<file path="src/rtl/ahb_master_sequencer.sv">
`default_nettype none
// ============================================================================
// Module   : ahb_master_sequencer
// Purpose  : Turns one burst command plus a write-data stream into an INCR
//            NONSEQ/SEQ/BUSY/IDLE beat sequence for the AHB master pipeline.
// Revision : 1.0 - initial release
// ============================================================================
module ahb_master_sequencer #(
  parameter int WDT = 32
) (
  input  logic           i_hclk,
  input  logic           i_hreset_n,
  input  logic           i_cmd_valid,
  output logic           o_cmd_ready,
  input  logic [31:0]    i_cmd_addr,
  input  logic [7:0]     i_cmd_len,
  input  logic [1:0]     i_cmd_size,
  input  logic           i_cmd_write,
  input  logic [3:0]     i_cmd_prot,
  input  logic           i_cmd_lock,
  input  logic           i_wr_valid,
  output logic           o_wr_ready,
  input  logic [WDT-1:0] i_wr_data,
  input  logic           i_hready,
  input  logic           i_hgrant,
  input  logic [1:0]     i_hresp,
  output logic [31:0]    o_haddr,
  output logic [1:0]     o_htrans,
  output logic [1:0]     o_hsize,
  output logic [3:0]     o_hprot,
  output logic           o_hwrite,
  output logic           o_hlock,
  output logic           o_hbusreq,
  output logic [WDT-1:0] o_hwdata,
  output logic           o_done,
  output logic           o_err,
  output logic [1:0]     o_err_resp
);

  localparam logic [1:0] c_S_IDLE  = 2'd0;
  localparam logic [1:0] c_S_XFER  = 2'd1;
  localparam logic [1:0] c_S_DRAIN = 2'd2;

  localparam logic [1:0] c_TR_IDLE   = 2'd0;
  localparam logic [1:0] c_TR_BUSY   = 2'd1;
  localparam logic [1:0] c_TR_NONSEQ = 2'd2;
  localparam logic [1:0] c_TR_SEQ    = 2'd3;

  logic [1:0]  r_state;
  logic [8:0]  r_rem;
  logic        r_restart;
  logic        r_hold;

  logic [1:0]  w_cmd_size;
  logic [31:0] w_cmd_inc;
  logic [31:0] w_cmd_addr_al;
  logic [31:0] w_next_addr;
  logic [8:0]  w_drain_cnt;
  logic        w_adv;
  logic        w_err;
  logic        w_beat;
  logic        w_need;

  generate
    if (WDT == 32) begin : g_size_clamp
      assign w_cmd_size = (i_cmd_size == 2'd3) ? 2'd2 : i_cmd_size;
    end else begin : g_size_pass
      assign w_cmd_size = i_cmd_size;
    end
  endgenerate

  assign w_cmd_inc     = 32'd1 << w_cmd_size;
  assign w_cmd_addr_al = i_cmd_addr & ~(w_cmd_inc - 32'd1);
  assign w_next_addr   = o_haddr + (32'd1 << o_hsize);
  assign w_adv         = i_hready & i_hgrant;
  assign w_err         = (i_hresp != 2'd0) & ~i_hready;
  assign w_beat        = (o_htrans == c_TR_NONSEQ) | (o_htrans == c_TR_SEQ);
  // r_hold marks a write word already popped for a beat the slave has not taken
  assign w_drain_cnt   = r_rem - {8'd0, r_hold};

  assign w_need = ((o_htrans == c_TR_IDLE) & r_restart & ~r_hold) |
                  (o_htrans == c_TR_BUSY) |
                  (w_beat & (r_rem != 9'd1));

  assign o_cmd_ready = (r_state == c_S_IDLE);
  assign o_wr_ready  = (r_state == c_S_DRAIN) |
                       ((r_state == c_S_XFER) & o_hwrite & w_adv & w_need);

  always_ff @(posedge i_hclk) begin
    if (!i_hreset_n) begin
      r_state    <= c_S_IDLE;
      r_rem      <= 9'd0;
      r_restart  <= 1'b0;
      r_hold     <= 1'b0;
      o_haddr    <= 32'd0;
      o_htrans   <= c_TR_IDLE;
      o_hsize    <= 2'd0;
      o_hprot    <= 4'd0;
      o_hwrite   <= 1'b1;
      o_hlock    <= 1'b0;
      o_hbusreq  <= 1'b0;
      o_hwdata   <= '0;
      o_done     <= 1'b0;
      o_err      <= 1'b0;
      o_err_resp <= 2'd0;
    end else begin
      o_done <= 1'b0;
      o_err  <= 1'b0;
      if (w_err) begin
        o_err      <= 1'b1;
        o_err_resp <= i_hresp;
      end
      case (r_state)
        c_S_IDLE: begin
          if (i_cmd_valid) begin
            o_haddr   <= w_cmd_addr_al;
            o_hsize   <= w_cmd_size;
            o_hprot   <= i_cmd_prot;
            o_hwrite  <= i_cmd_write;
            o_hlock   <= i_cmd_lock;
            o_hbusreq <= 1'b1;
            o_htrans  <= c_TR_IDLE;
            r_rem     <= {1'b0, i_cmd_len} + 9'd1;
            r_restart <= 1'b1;
            r_hold    <= 1'b0;
            r_state   <= c_S_XFER;
          end
        end
        c_S_XFER: begin
          if (w_err) begin
            o_htrans  <= c_TR_IDLE;
            o_hbusreq <= 1'b0;
            o_hlock   <= 1'b0;
            r_hold    <= 1'b0;
            if (o_hwrite && (w_drain_cnt != 9'd0)) begin
              r_rem   <= w_drain_cnt;
              r_state <= c_S_DRAIN;
            end else begin
              r_rem   <= 9'd0;
              r_state <= c_S_IDLE;
            end
          end else if (!i_hgrant) begin
            o_htrans  <= c_TR_IDLE;
            r_restart <= 1'b1;
          end else if (i_hready) begin
            case (o_htrans)
              c_TR_IDLE: begin
                if (r_restart) begin
                  if (!o_hwrite || r_hold) begin
                    o_htrans  <= c_TR_NONSEQ;
                    r_restart <= 1'b0;
                  end else if (i_wr_valid) begin
                    o_htrans  <= c_TR_NONSEQ;
                    o_hwdata  <= i_wr_data;
                    r_hold    <= 1'b1;
                    r_restart <= 1'b0;
                  end
                end
              end
              c_TR_BUSY: begin
                if (i_wr_valid) begin
                  o_htrans <= (o_haddr[9:0] == 10'd0) ? c_TR_NONSEQ : c_TR_SEQ;
                  o_hwdata <= i_wr_data;
                  r_hold   <= 1'b1;
                end
              end
              default: begin
                r_rem   <= r_rem - 9'd1;
                o_haddr <= w_next_addr;
                if (r_rem == 9'd1) begin
                  o_htrans  <= c_TR_IDLE;
                  o_hbusreq <= 1'b0;
                  o_hlock   <= 1'b0;
                  o_done    <= 1'b1;
                  r_hold    <= 1'b0;
                  r_state   <= c_S_IDLE;
                end else if (o_hwrite && !i_wr_valid) begin
                  o_htrans <= c_TR_BUSY;
                  r_hold   <= 1'b0;
                end else begin
                  // a 1 KB crossing must restart the burst with NONSEQ
                  o_htrans <= (w_next_addr[9:0] == 10'd0) ? c_TR_NONSEQ : c_TR_SEQ;
                  if (o_hwrite) begin
                    o_hwdata <= i_wr_data;
                    r_hold   <= 1'b1;
                  end
                end
              end
            endcase
          end
        end
        c_S_DRAIN: begin
          if (i_wr_valid) begin
            r_rem <= r_rem - 9'd1;
            if (r_rem == 9'd1) begin
              r_state <= c_S_IDLE;
            end
          end
        end
        default: r_state <= c_S_IDLE;
      endcase
    end
  end

endmodule
`default_nettype wire

</file>
<file path="config.mk">
export PLATFORM = sky130hd
export DESIGN_NAME = ahb_master_sequencer
export DESIGN_NICKNAME = d
export VERILOG_FILES = /design/src/rtl/ahb_master_sequencer.sv
export SDC_FILE = /design/constraint.sdc
export NUM_CORES = 1
export LEC_CHECK = 0
export BUFFER_PORTS_ARGS = -buffer_cell sky130_fd_sc_hd__buf_2
export CAP_MARGIN = 20
export CELL_PAD_IN_SITES_DETAIL_PLACEMENT = 1
export CELL_PAD_IN_SITES_GLOBAL_PLACEMENT = 2
export CORE_ASPECT_RATIO = 1.4
export CORE_MARGIN = 8
export CORE_UTILIZATION = 29
export DETAILED_ROUTE_END_ITERATION = 10
export PLACE_DENSITY = 0.82
export SLEW_MARGIN = 30
export SYNTH_ARGS = -nofsm -noshare
export SYNTH_HDL_FRONTEND = slang
export SYNTH_SLANG_ARGS = --single-unit
</file>
<file path="constraint.sdc">
create_clock -name i_hclk -period 3.1 [get_ports i_hclk]
set_clock_uncertainty 0.05 [all_clocks]
set_input_delay 0.155 -clock i_hclk [delete_from_list [all_inputs] [get_ports i_hclk]]
set_output_delay 0.155 -clock i_hclk [all_outputs]
set_load 0.01 [all_outputs]
</file>
# After elaboration in Yosys (flattened, before gate mapping)
# Cells that the tools add are included.
# op_classes
addsub,5
eq_ne,31
n_shift,2
muxes,76
n_bitwise,20
reduce_logical,25
# ops
operator,count
two-way mux 32 bit,11
one-hot mux 32 bit (2 select lines),2
<< shifter 1 x 2 -> 32 bit (first input constant),2
two-way mux 9 bit,7
two-way mux 2 bit,19
adder 32 bit,1
AND 32 bit,1
inverter 32 bit,1
subtractor 32 x 1 -> 32 bit (second input constant),1
two-way mux 1 bit,28
one-hot mux 9 bit (3 select lines),1
AND reduction 6 bit,4
inequality test 3 bit (second input constant),7
zero test 10 bit,2
inequality test 2 bit (second input constant),8
inequality test 4 bit (second input constant),3
inequality test 5 bit (second input constant),2
one-hot mux 1 bit (2 select lines),5
AND reduction 5 bit,2
adder 8 x 1 -> 9 bit (second input constant),1
equality test 9 x 1 -> 1 bit (second input constant),1
inequality test 9 x 1 -> 1 bit (second input constant),1
AND reduction 9 bit,1
nonzero test 9 bit,1
other kinds (22),47
# totals
regBits,92
in_bits,88
out_inout_bits,81
word_cells,174

# Logic depth before layout (Yosys ltp)
# logic_depth
word_depth,11
mapped_depth,10
depth_no_buf,10

# Worst setup path after synthesis
# No wires, ideal clock.
# synth_path
path_type,reg2reg
start,register o_hsize[1]
end,register o_haddr[20]
setup_time_ns,0.095
t_arrival_ns,2.453
required_ns,2.955
slack_ns,0.502
path_stages_with_launch,11
n_path_buf,0
synth_period_minus_slack_ns,2.598
cell_sequence,dfxtp_1 > nor2_1 > ha_1 > inv_1 > fa_1 > and2b_1 > o221ai_1 > nor4_1 > nor2b_1 > o21ai_1 > a221oi_1
# synth_between
elab_chain_cells,7
# synth_lines
item,line,text
from (decl),29,"output logic [1:0] o_hsize,"
from (signal assigned),117,o_hsize <= w_cmd_size;
<< shifter 1 x 2 -> 32 bit,74,assign w_next_addr = o_haddr + (32'd1 << o_hsize);
adder 32 bit,74,
two-way mux 32 bit,146,case (o_htrans)
two-way mux 32 bit,145,end else if (i_hready) begin
two-way mux 32 bit,142,end else if (!i_hgrant) begin
two-way mux 32 bit,130,if (w_err) begin
one-hot mux 32 bit (2 select lines),113,case (r_state)
to (signal assigned),116,o_haddr <= w_cmd_addr_al;
to (signal assigned),169,o_haddr <= w_next_addr;
to (decl),27,"output logic [31:0] o_haddr,"
# Every way passes these cells. The select of a mux whose other input is x is not followed.
# A chain may end at the register's enable or synchronous reset.

# Final worst setup path
# layout_path
start,register o_hsize[1]
end,register o_haddr[24]
# Same word-level chain as after synthesis.

==> key figures <==
Floorplan
  – DIE WIDTH: 131 um
  – Top Ports: 169
  – Die Y: 177 um
  – Die Area: 0.0231 mm2
  – Initial core utilization: 29.7%
  – FP Rows: 58
  – Core area: 0.0180 mm2

Route
  – DRC viols: 0
  – Wire length per cell: 19.1 um
  – Post-DRT Antenna Nets: 0
  – Drt first pass iters: 4
  – Initial DRC count: 236
  – Vias: 5694
  – Total wire length: 20800 um
  – Via density: 5.23

Logic synthesis
  – Gate Count Post-Synth: 660
  – Top FF cell, synth: dfxtp_1
  – Flop and latch count out of synthesis: 92
  – Yosys cell types: 73
  – Synth Cell Area: 0.00534 mm2
  – Sequential share of the synthesized area: 34.5%
  – Number of synthesized flops with an enable pin: 0
  – Ys async rst share: 0%
  – Syn Nets: 763
  – Yosys warnings: 0
  – Synth Area per Inst: 8.09 um2

Clock network
  – Clock Latency Late Sink: 0.34 ns
  – Num CTS Buffers: 9
  – CTS clk-pin slew, worst paths: 0.07 ns
  – H-tree Lvls: 3
  – Post-CTS setup buffer count: 0
  – Clock Tree Buf Depth: 2
  – CTS tree: done
  – Sink Count: 92
  – Clock root buffer: clkbuf_16

STA
  – Final hold violation count: 0
  – Final period utilization: 88.2%
  – Slew margin rel.: 55.5%
  – RSZ-0062 raised after global routing: no
  – Setup violators final: 0
  – Fin Setup TNS: 0 ns
  – Final worst setup slack: 0.367 ns
  – Fmax achieved: 366 MHz
  – Max Transition Viols Final: 0
  – Tightest Pin Transition: 0.666 ns
  – Final min period: 2.73 ns

Place
  – Place WS: 0.175 ns
  – Placer Congestion: 0.816
  – Post-DP HPWL: 15200 um
  – Port bufs: 168

GRT
  – GRT Total Usage: 18.0%
  – First-pass GRT wire length: 32500 um
  – Pin count of the biggest net entering global routing: 40
  – Number of global-route vias before repair: 6009
  – GR Overflow Total: 0
  – Initial antenna violation count: 4

Final layout
  – Final Net Count: 946
  – Layout area overhead: 31.0%
  – Layout cells sized above 1: 26.6%
  – Fillers: 2296

Run
  – Max_cap viols: 0

Setup path
  – Worst Path Required: 3.32 ns
  – Worst path bufs/invs: 1
  – Startpoint Class: flop
  – CP cell instances: nor2_1, ha_1, inv_1, fa_1, and2b_1, o221ai_2, nor3_2, nand4_1, or3_1, a31oi_1
  – CP arrival: 2.95 ns
  – CP peak stage delay: 0.39 ns
  – WS Path Type: reg -> reg
  – Crit path max fanout: 8
  – CP top delay family: simple AND/OR/NAND/NOR gates
  – CP Capture Type: flop
  – Critical path's slowest cell: fa_1

Hold path
  – Worst hold path type: in -> reg

Pwr
  – LEAKAGE: 2.91 nW
  – Pwr dens: 627 mW/mm2
  – Worst IR Drop VDD: 0.000310 V

Status
  – Status: completed
==> worst min-delay path, stage by stage <==
cell,delay [ns]
buf_2,0.08
mux2i_1,0.06
nor2_1,0.08
==> cell families (layout without fill, tap and decap cells) <==
| logic type | count (synthesis) | after routing | synth area share, % |
|---|---|---|---|
| compound gates | 183 | 183 | 22.1 |
| xor+xnor | 10 | 10 | 1.64 |
| fa+ha+maj | 15 | 15 | 3.66 |
| buf+inv | 63 | 250 | 5.90 |
| flops | 92 | 92 | 34.5 |
| mux | 37 | 37 | 6.96 |
| other cells | 0 | 2 | 0 |
| simple gates | 260 | 260 | 25.3 |
==> cell usage in the layout, fill, tap and decap left out, drive strengths merged, types with 9 or more instances in the layout <==
cell	Yosys	routed
buf	15	183
dfxtp	92	92
nor2	88	88
a21oi	52	52
o21ai	44	44
nand2	43	43
nand3	36	36
mux2i	36	36
dlygate4sd3	0	28
inv	24	27
a31oi	14	14
ha	14	14
nor3	13	13
nor4	12	12
or3	11	11
nand2b	9	9
nor2b	9	9
o22ai	9	9
clkbuf	24	9
==> area by class of cell <==
| cell class | count | area, um2 | area share [%] |
|---|---|---|---|
| repair buffers | 211 | 1230 | 17.6 |
| inverters | 24 | 90.1 | 1.29 |
| diodes | 2 | 5.00 | 0.0716 |
| well taps | 240 | 300 | 4.29 |
| flip-flops and latches | 92 | 1840 | 26.3 |
| clock inverters | 6 | 96.3 | 1.38 |
| multi-input cells | 505 | 3200 | 45.8 |
| clock buffers | 9 | 225 | 3.22 |
==> registers in the layout, summed over array words and instances (netlist names) <==
signal      flops
o_hwdata       32
o_done          1
o_err_resp      2
o_hbusreq       1
o_hwrite        1
r_state         2
o_hprot         4
o_hlock         1
o_haddr        32
r_restart       1
o_err           1
r_rem           9
o_htrans        2
o_hsize         2
r_hold          1
==> path summary, 6_finish.rpt <==
path	start	end	slack, ns	depth (start not counted)
hold / removal	i_wr_data[28]	o_hwdata[28]	0.01	3
hold reg to reg	o_hprot[3]	o_hprot[3]	0.41	2
setup reg to reg	o_hsize[1]	o_haddr[24]	0.37	10
setup / recovery	o_hsize[1]	o_haddr[24]	0.37	10
==> what timing repair did <==
item / CTS / global route
hold endpoints to repair: 28 / 0
hold buffers: 28 / 0
gates resized for setup: 0 / 2
setup endpoints to repair: 0 / 3
==> metrics by stage <==
stage / hold slack (ns) / area [um2] / power [mW] / std cells / utilization (%)
final: 0.0107 / 6990 / 4.38 / 1089 / 38.9
after global routing: 0.00704 / 6990 / 4.68 / 1089 / 38.9
after CTS: 0.00221 / 6980 / 4.43 / 1087 / 38.8
after detailed placement: 0.350 / 6370 / 3.14 / 1044 / 35.4
after global placement: 0.337 / 6370 / 3.13 / 1044 / 35.4
after floorplan: 0.252 / 5340 / 2.55 / 660 / -
==> layer usage <==
| layer | track usage (%) | vias up | routed length (um) |
|---|---|---|---|
| met3 | 3.53 | 50 | 935 |
| met1 | 19.0 | 2725 | 7950 |
| met5 | 0 | - | 18 |
| met4 | 9.07 | 4 | 818 |
| met2 | 32.8 | 139 | 11100 |
| li1 | - | 2776 | - |
==> report_power, final <==
group	leakage [nW]	internal, mW	switching, mW
sequential	0.752	1.35	0.222
combinational	2.00	0.619	0.953
clock	0.154	0.715	0.526
==> cells in the mapped netlist, types with 4 or more instances <==
cell type / number / area share (%)
a22oi_1: 5 / 0.70
o221a_2: 5 / 1.1
nor3_1: 11 / 1.0
xnor2_1: 6 / 0.98
xor2_1: 4 / 0.66
nand4_1: 8 / 0.94
clkbuf_1: 24 / 1.7
o21ai_0: 41 / 3.8
nand2_1: 43 / 3.0
and2_1: 4 / 0.47
o22ai_1: 9 / 1.1
buf_2: 6 / 0.56
nor4_1: 8 / 0.94
a211oi_1: 8 / 1.1
nand3_1: 36 / 3.4
o21bai_1: 4 / 0.56
or3_1: 9 / 1.1
nor2_1: 88 / 6.2
inv_1: 22 / 1.5
nor2b_1: 9 / 1.1
a31oi_1: 14 / 1.6
and3_1: 8 / 0.94
nand2b_1: 9 / 1.1
or4_1: 4 / 0.56
a41oi_1: 4 / 0.66
dfxtp_1: 92 / 34
a21oi_1: 52 / 4.9
ha_1: 14 / 3.3
mux2i_1: 36 / 6.7
No activity file was read; power rests on OpenSTA's default activity.
